$ cat config.mk
export PLATFORM = sky130hd
export DESIGN_NAME = vga_update_arbiter
export DESIGN_NICKNAME = d
export VERILOG_FILES = /design/src/rtl/vga_arb_pkg.sv /design/src/rtl/vga_rr_picker.sv /design/src/rtl/vga_update_arbiter.sv
export SDC_FILE = /design/constraint.sdc
export NUM_CORES = 1
export LEC_CHECK = 0
export CORE_UTILIZATION = 25
export CTS_CLUSTER_DIAMETER = 120
export CTS_CLUSTER_SIZE = 14
export DETAILED_ROUTE_END_ITERATION = 10
export GPL_ROUTABILITY_DRIVEN = 0
export PLACE_DENSITY_LB_ADDON = 0.1
export SETUP_SLACK_MARGIN = 0.05
export SLEW_MARGIN = 5
export SYNTH_ARGS = -nofsm -noshare
export SYNTH_HDL_FRONTEND = slang
export SYNTH_SLANG_ARGS = --single-unit
$ cat constraint.sdc
create_clock -name clk -period 3.13 [get_ports clk]
set_input_delay 0.7825 -clock clk [delete_from_list [all_inputs] [get_ports clk]]
set_output_delay 0.7825 -clock clk [all_outputs]
set_load 0.005 [all_outputs]
$ cat src/rtl/vga_arb_pkg.sv
// Shared definitions for the VGA character-RAM update arbiter.
package vga_arb_pkg;

  localparam int unsigned ARB_ADDR_W    = 11;
  localparam int unsigned ARB_DATA_W    = 8;
  localparam int unsigned ARB_MAX_BURST = 64;

  typedef enum logic [1:0] {
    ST_IDLE    = 2'd0,
    ST_GRANT   = 2'd1,
    ST_HOLDOFF = 2'd2
  } arb_state_e;

endpackage

$ cat src/rtl/vga_rr_picker.sv
// Combinational round-robin select: first set request at or after rr_ptr wins.
module vga_rr_picker #(
  parameter int unsigned NUM_REQ = 4,
  parameter int unsigned IDX_W   = 2
) (
  input  logic [NUM_REQ-1:0] req_i,
  input  logic [IDX_W-1:0]   rr_ptr_i,
  output logic [NUM_REQ-1:0] win_c_o,
  output logic [IDX_W-1:0]   win_idx_c_o
);

  logic        found;
  int unsigned pos;

  // Walk the requesters starting at the pointer, wrapping modulo NUM_REQ.
  always_comb begin
    win_c_o     = '0;
    win_idx_c_o = '0;
    found       = 1'b0;
    pos         = 0;
    for (int unsigned i = 0; i < NUM_REQ; i++) begin
      pos = (32'(rr_ptr_i) + i) % NUM_REQ;
      if (!found && req_i[IDX_W'(pos)]) begin
        found                 = 1'b1;
        win_c_o[IDX_W'(pos)]  = 1'b1;
        win_idx_c_o           = IDX_W'(pos);
      end
    end
  end

endmodule

$ cat src/rtl/vga_update_arbiter.sv
// Round-robin arbiter granting bursts of writes to a shared character RAM.
// Define VGA_ARB_BLANK_ONLY_EN to restrict grants to the vertical blank window.
module vga_update_arbiter
  import vga_arb_pkg::*;
#(
  parameter int unsigned NUM_REQ   = 4,
  parameter int unsigned ADDR_W    = ARB_ADDR_W,
  parameter int unsigned DATA_W    = ARB_DATA_W,
  parameter int unsigned MAX_BURST = ARB_MAX_BURST
) (
  input  logic                      clk,
  input  logic                      rst_n,
  input  logic                      vblnk,
  input  logic [NUM_REQ-1:0]        req,
  input  logic [NUM_REQ-1:0]        wr_en_i,
  input  logic [NUM_REQ*ADDR_W-1:0] wr_addr_i,
  input  logic [NUM_REQ*DATA_W-1:0] wr_data_i,
  output logic [NUM_REQ-1:0]        gnt,
  output logic                      ram_we,
  output logic [ADDR_W-1:0]         ram_addr,
  output logic [DATA_W-1:0]         ram_data,
  output logic                      busy
);

  localparam int unsigned IDX_W = (NUM_REQ > 1) ? $clog2(NUM_REQ) : 1;
  localparam int unsigned CNT_W = $clog2(MAX_BURST + 1);

  arb_state_e          state_q, state_d;
  logic [NUM_REQ-1:0]  gnt_q, gnt_d;
  logic [IDX_W-1:0]    owner_q, owner_d;
  logic [IDX_W-1:0]    rr_ptr_q, rr_ptr_d;
  logic [CNT_W-1:0]    burst_q, burst_d;
  logic                ram_we_q, ram_we_d;
  logic [ADDR_W-1:0]   ram_addr_q, ram_addr_d;
  logic [DATA_W-1:0]   ram_data_q, ram_data_d;

  logic                win_open_c;
  logic                accept_c;
  logic                last_c;
  logic [IDX_W-1:0]    next_ptr_c;
  logic [NUM_REQ-1:0]  pick_c;
  logic [IDX_W-1:0]    pick_idx_c;

`ifdef VGA_ARB_BLANK_ONLY_EN
  assign win_open_c = vblnk;
`else
  logic unused_vblnk_c;
  assign win_open_c     = 1'b1;
  assign unused_vblnk_c = vblnk;
`endif

  vga_rr_picker #(
    .NUM_REQ (NUM_REQ),
    .IDX_W   (IDX_W)
  ) u_picker (
    .req_i       (req),
    .rr_ptr_i    (rr_ptr_q),
    .win_c_o     (pick_c),
    .win_idx_c_o (pick_idx_c)
  );

  assign last_c     = (burst_q == CNT_W'(MAX_BURST - 1));
  assign next_ptr_c = (32'(owner_q) == NUM_REQ - 1) ? '0 : owner_q + IDX_W'(1);

  // Next-state, grant, burst and RAM-write decode.
  always_comb begin
    state_d    = state_q;
    gnt_d      = gnt_q;
    owner_d    = owner_q;
    rr_ptr_d   = rr_ptr_q;
    burst_d    = burst_q;
    ram_we_d   = 1'b0;
    ram_addr_d = ram_addr_q;
    ram_data_d = ram_data_q;
    accept_c   = 1'b0;
    case (state_q)
      ST_IDLE: begin
        if ((|req) && win_open_c) begin
          state_d = ST_GRANT;
          gnt_d   = pick_c;
          owner_d = pick_idx_c;
        end
      end
      ST_GRANT: begin
        // A strobe in the cycle the window closes is dropped.
        accept_c = win_open_c && gnt_q[owner_q] && wr_en_i[owner_q];
        if (accept_c) begin
          ram_we_d   = 1'b1;
          ram_addr_d = wr_addr_i[32'(owner_q)*ADDR_W +: ADDR_W];
          ram_data_d = wr_data_i[32'(owner_q)*DATA_W +: DATA_W];
          burst_d    = burst_q + CNT_W'(1);
        end
        if (!win_open_c || !req[owner_q] || (accept_c && last_c)) begin
          state_d  = ST_HOLDOFF;
          gnt_d    = '0;
          rr_ptr_d = next_ptr_c;
          burst_d  = '0;
        end
      end
      ST_HOLDOFF: begin
        state_d = ST_IDLE;
      end
      default: begin
        state_d = ST_IDLE;
        gnt_d   = '0;
      end
    endcase
  end

  // State and output registers.
  always_ff @(posedge clk or negedge rst_n) begin
    if (!rst_n) begin
      state_q    <= ST_IDLE;
      gnt_q      <= '0;
      owner_q    <= '0;
      rr_ptr_q   <= '0;
      burst_q    <= '0;
      ram_we_q   <= 1'b0;
      ram_addr_q <= '0;
      ram_data_q <= '0;
    end else begin
      state_q    <= state_d;
      gnt_q      <= gnt_d;
      owner_q    <= owner_d;
      rr_ptr_q   <= rr_ptr_d;
      burst_q    <= burst_d;
      ram_we_q   <= ram_we_d;
      ram_addr_q <= ram_addr_d;
      ram_data_q <= ram_data_d;
    end
  end

  assign gnt      = gnt_q;
  assign ram_we   = ram_we_q;
  assign ram_addr = ram_addr_q;
  assign ram_data = ram_data_q;
  assign busy     = (state_q != ST_IDLE);

endmodule

---- Word-level counts from Yosys, hierarchy flattened ----
Index checks and enable logic that the tools add are counted.
storage, ports and cells
  register bits ........................... 37
  logic and storage cells ................. 103
operators by class
  add/subtract/negate cells ............... 5
  $mul .................................... 1
  order comparisons ....................... 9
  eq/ne operators ......................... 6
  shift operators ......................... 2
  muxes and demuxes ....................... 44
  bitwise operators ....................... 4
  reductions and logical operators ........ 24
operators with widths
  kind                                                                           count
  44-bit by 7-bit indexed part select with 11-bit output                         1
  32-bit by 6-bit indexed part select with 8-bit output                          1
  4-bit 2-to-1 mux                                                               6
  1-bit 2-to-1 mux                                                               16
  2-bit by 3-bit less-than comparator with 1-bit output (second input constant)  5
  1-bit binary-select mux with 2-bit select                                      7
  2-bit 2-to-1 mux                                                               7
  7-bit 2-to-1 mux                                                               2
  4-bit OR                                                                       3
  4-bit case mux with 3 select lines                                             1
  2-bit AND reduction                                                            5
  1-bit logical AND                                                              9
  1-bit demux with 2-bit select                                                  4
  2-bit by 1-bit >= comparator with 1-bit output (second input constant)         4
  7-bit by 1-bit adder with 7-bit output (second input constant)                 1
  7-bit by 6-bit == test with 1-bit output (second input constant)               1
  2-bit by 4-bit multiplier with 6-bit output (second input constant)            1
  2-bit by 1-bit adder with 2-bit output (second input constant)                 2
  2-bit adder (second input constant)                                            2
  2-bit == test (second input constant)                                          2
  1-bit logical NOT                                                              4
  2-bit != test (second input constant)                                          2
  2-bit case mux with 2 select lines                                             1
  2-bit nonzero test                                                             2
  6 further kinds                                                                6

---- Longest topological paths before layout ----
  depth in word-level cells ............... 14
  gate-level depth with buffers ........... 9
  depth with buffers taken out ............ 7

---- Modules after synthesis ----
A second synthesis with hierarchy kept.
unflattened totals
  cells, all modules ...................... 206
  area, all modules ....................... 2518.7 µm²
modules (own cells, without submodules)
  module              times used  cells an instance  area each (µm²)
  vga_update_arbiter  1           141                2029.4
  vga_rr_picker       1           65                 489.2

---- Worst setup path after synthesis ----
OpenSTA, ideal clock, no wires.
  path type ............................... reg2reg
  start point ............................. reg rr_ptr_q[0]
  end point ............................... reg owner_q[1]
  library setup time ...................... 0.065 ns
  arrival time ............................ 2.601 ns
  required time ........................... 3.065 ns
  slack ................................... 0.464 ns
  cell stages (with the launch flop) ...... 10
  period minus slack after synthesis ...... 2.666 ns
  cells stage by stage .................... dfrtp_1 -> buf_2 -> clkinv_1 -> ha_1 -> clkbuf_1 -> mux2_2 -> mux2i_1 -> a221oi_1 -> a311oi_1 -> o22a_1
on the way
  longest elaborated chain between the ends .. 12
RTL lines
  item                                                                                             RTL line                   source
  from (decl)                                                                                      vga_update_arbiter.sv:31   logic [IDX_W-1:0] rr_ptr_q, rr_ptr_d;
  from (signal assigned)                                                                           vga_update_arbiter.sv:125  rr_ptr_q <= rr_ptr_d;
  parallel branches: the longest is 11 deep, another holds 2-bit by 1-bit adder with 2-bit output  -
  2-bit 2-to-1 mux *                                                                               vga_rr_picker.sv:23        if (!found && req_i[IDX_W'(pos)]) begin
  to (signal assigned)                                                                             vga_update_arbiter.sv:124  owner_q <= owner_d;
  to (decl)                                                                                        vga_update_arbiter.sv:30   logic [IDX_W-1:0] owner_q, owner_d;
Every way passes the cells marked *. The select of a mux whose other input is x is not followed.
A chain may end at the register's enable or synchronous reset.

---- Final worst setup path ----
Ends and elaborated chain as after synthesis.

==> run summary <==
Area fraction of the dominant cell type after synthesis = 36.4%
Detailed-router iteration count before antenna repair = 5
Vias per cell = 4.82
Routed wire length = 7370 um
Core utilization of the finished layout = 39.8%
Count of pins over their slew limit = 0
Routed via count = 2193
Total power divided by cell area = 785 mW/mm^2
Total of cells resized after clock tree synthesis = 0
Cell Area, Synth = 0.00254 sq mm
Leak = 0.00152 uW
Launch point of the worst reg-to-reg path = rr_ptr_q[0]$_DFFE_PN0P_
Portion of the post-synthesis area used by sequential elements = 36.4%
Synth Area in Compound Gates = 13.7%
Unrepaired setup endpoints after global routing = false
CTS Sinks = 37
Maximum number of pins on one net before global-route repair = 38
Simple-gate share of the synthesized area = 7.87%
Number of filler cells placed in the layout = 960
Total routing usage reported by global routing = 13.9%
CP peak stage delay = 530 ps
Number of top-level design ports = 112
Wire length of the first global-routing pass = 11100 um
Layout cells sized above 1 = 21.4%
Number of antenna cells inserted = 0
Share of the cycle needed by the critical path after routing = 82.0%
Met2 track demand over resource = 22.5%
Multiplexer share of the synthesized area = 32.5%
Setup CP Type = reg2reg
Count of endpoints failing hold in the final timing report = 0
Number of buffers inserted during clock tree synthesis = 5
Ys flop type = sky130_fd_sc_hd__dfrtp_1
Post-synthesis xor/xnor area fraction = 1.38%
Average wire per cell in the routed design = 16.2 um
Headroom to the max-slew limit = 43.2%
Cell depth of the worst flop-to-flop path = 8
Number of levels the H-tree was split into = 2
Maximum vdd drop = 322 uV
Slowest cell on crit path = sky130_fd_sc_hd__ha_1
Routing usage on met1 = 17.7%
Minimum clock period after layout = 2570 ps
Vertical die dimension = 103 um
Status = finished, final reports clean
Kind of capture point of the worst setup path = flip-flop
Post-synth EDFFs = 0
Starting density of the core = 25.9%
Series of cell instances along the critical path = clkinv_1 > ha_1 > mux2_2 > mux2i_1 > buf_4 > a221oi_1 > a311oi_1 > o22a_1
Die area = 0.0106 sq mm
Count of synthesis-stage warnings from yosys = 0
Most common cell after layout, fill and taps aside = sky130_fd_sc_hd__clkdlybuf4s50_1
Root buf cell = sky130_fd_sc_hd__clkbuf_8
Worst Hold Depth = 1
Tightest Hold Check Type = reg2reg
CTS Hold Bufs = 0
Peak fanout along the critical path = 10
Post-layout instance count excluding filler cells = 455
Share of synthesized flip-flops with an asynchronous set or reset = 100%
Remaining global-route overflow = 0
Post-Synthesis Cells = 210
Mean instance size in the synthesized netlist = 12.1 sq um
Count of different cell masters after synthesis = 42
# rows = 36
Met3 track utilization from global routing = 4.20%
Critical path data arrival time = 2790 ps
Area Overhead vs Synth = 53.6%
Antenna violations before repair = 0
Latest clock arrival within the worst-skew pair = 280 ps
Worst Skew = 3.09 ps
Share of synthesized cell area in full adder, half adder and majority cells = 4.92%
Summed negative setup slack over all endpoints = 0 ps
Post-DP HPWL = 5530 um
Number of max-capacitance violations reported = 0
Most frequent cells in the layout = 109 x sky130_fd_sc_hd__clkdlybuf4s50_1, 37 x sky130_fd_sc_hd__dfrtp_1, 26 x sky130_fd_sc_hd__mux2_2
Combinational family with the most area after synthesis = multiplexers
Kind of start point of the critical path = flip-flop
Min-Delay Startpoint = state_q[1]$_DFFE_PN0P_
Clk pin slew, worst setup/hold paths = 70 ps
Number of I/O port buffers = 110
TritonCTS clock tree = built
Post-route DRC = 0
Design Power = 3070 uW
GRT busiest layer = met2
Mapped Nets = 307
Ranking of synthesized cells by area = sky130_fd_sc_hd__dfrtp_1 36%, sky130_fd_sc_hd__mux4_2 19%, sky130_fd_sc_hd__mux2_2 12%
Flop and latch count out of synthesis = 37
Maximum frequency from static timing analysis = 0.390 GHz
Transition time at the pin with the least slew margin = 852 ps
Number of setup violations in the final report = 0
Number of nets with antenna violations after detailed routing = 0
Data required time at the worst endpoint = 3350 ps
Placeable Area = 0.00982 sq mm
R2R setup slack = 560 ps
Detailed router's first-iteration violation count = 29
Clk buf depth = 2
Endpoint of the most critical register-to-register path = owner_q[1]$_DFFE_PN0P_
Number of global-route vias before repair = 2133
Inst Count DP = 448
WHS Endpoint = state_q[0]$_DFFE_PN0P_
Number of post-CTS setup repair buffers = 0
Post-synthesis cell type with the largest combined area = sky130_fd_sc_hd__dfrtp_1
Nets@finish = 419
Die outline width = 103 um
==> metal layers <==
metal,vias to the layer above,wire length [um]
met2,104,3130
met3,6,853
li1,1035,-
met4,0,103
met1,1048,3290
met5,-,0
==> per-stage QoR <==
stage | cell area (sq um) | worst slack, ps | hold slack (ps)
global route | 3910 | 366 | 533
global placement | 3820 | 285 | 485
floorplan | 2540 | 464 | 450
detailed placement | 3820 | 260 | 481
finish | 3910 | 565 | 496
CTS | 3910 | 547 | 503
==> area by class of cell <==
| class | count | area (sq um) | share of cell area [%] |
|---|---|---|---|
| inverter | 6 | 22.5 | 0.576 |
| tap | 133 | 166 | 4.26 |
| multi-input combinational | 154 | 1540 | 39.4 |
| clock buffer | 7 | 86.3 | 2.21 |
| sequential | 37 | 926 | 23.7 |
| timing repair buffer | 118 | 1170 | 29.9 |
==> worst max path at each step <==
stage                            start                      end  slack, ps  cells past startpoint
4_1_cts        rr_ptr_q[0]$_DFFE_PN0P_   owner_q[1]$_DFFE_PN0P_        550                      8
6_report       rr_ptr_q[0]$_DFFE_PN0P_   owner_q[1]$_DFFE_PN0P_        560                      8
5_1_grt        rr_ptr_q[0]$_DFFE_PN0P_   owner_q[1]$_DFFE_PN0P_        370                      8
3_5_place_dp                    req[3]  rr_ptr_q[1]$_DFFE_PN0P_        260                      5
2_1_floorplan  rr_ptr_q[0]$_DFFE_PN0P_   owner_q[1]$_DFFE_PN0P_        460                      9
3_3_place_gp                wr_en_i[3]  rr_ptr_q[1]$_DFFE_PN0P_        290                      6
==> logic make-up (layout without fill, tap and decap cells) <==
group / after synthesis / count (layout)
compound gates: 46 / 46
mux: 52 / 52
buf+inv: 19 / 131
simple gates: 42 / 42
flops: 37 / 37
fa+ha+maj: 10 / 10
xor+xnor: 4 / 4
==> worst max-delay path: cells and delay by family, from the launching register on <==
family / cells / cell delay (ps)
DFF: 1 / 370
adders and majority gates: 1 / 530
AOI/OAI and AO/OA: 3 / 550
muxes: 2 / 590
buffers and inverters: 2 / 450
==> flip-flops by register name, summed over array words and instances, names as in the netlist <==
name and cells:
burst_q 7, gnt 4, owner_q 2, ram_addr 11, ram_data 8, ram_we 1, rr_ptr_q 2, state_q 2
==> cell usage after synthesis (5+ instances only) <==
library cell               instances
sky130_fd_sc_hd__a21oi_1           5
sky130_fd_sc_hd__a31oi_1           9
sky130_fd_sc_hd__clkbuf_1          8
sky130_fd_sc_hd__dfrtp_1          37
sky130_fd_sc_hd__ha_1             10
sky130_fd_sc_hd__inv_1             5
sky130_fd_sc_hd__mux2_2           26
sky130_fd_sc_hd__mux4_2           22
sky130_fd_sc_hd__nand2_1          11
sky130_fd_sc_hd__nor2_1           17
sky130_fd_sc_hd__o211ai_1          5
sky130_fd_sc_hd__o21ai_0           9
==> report_power, final <==
part | total [uW] | switching, uW | internal (uW)
Combinational | 1920 | 835 | 1080
Clock | 330 | 155 | 175
Sequential | 821 | 146 | 675
Total | 3070 | 1140 | 1930
Note: power is estimated with default switching activity, not from simulation.
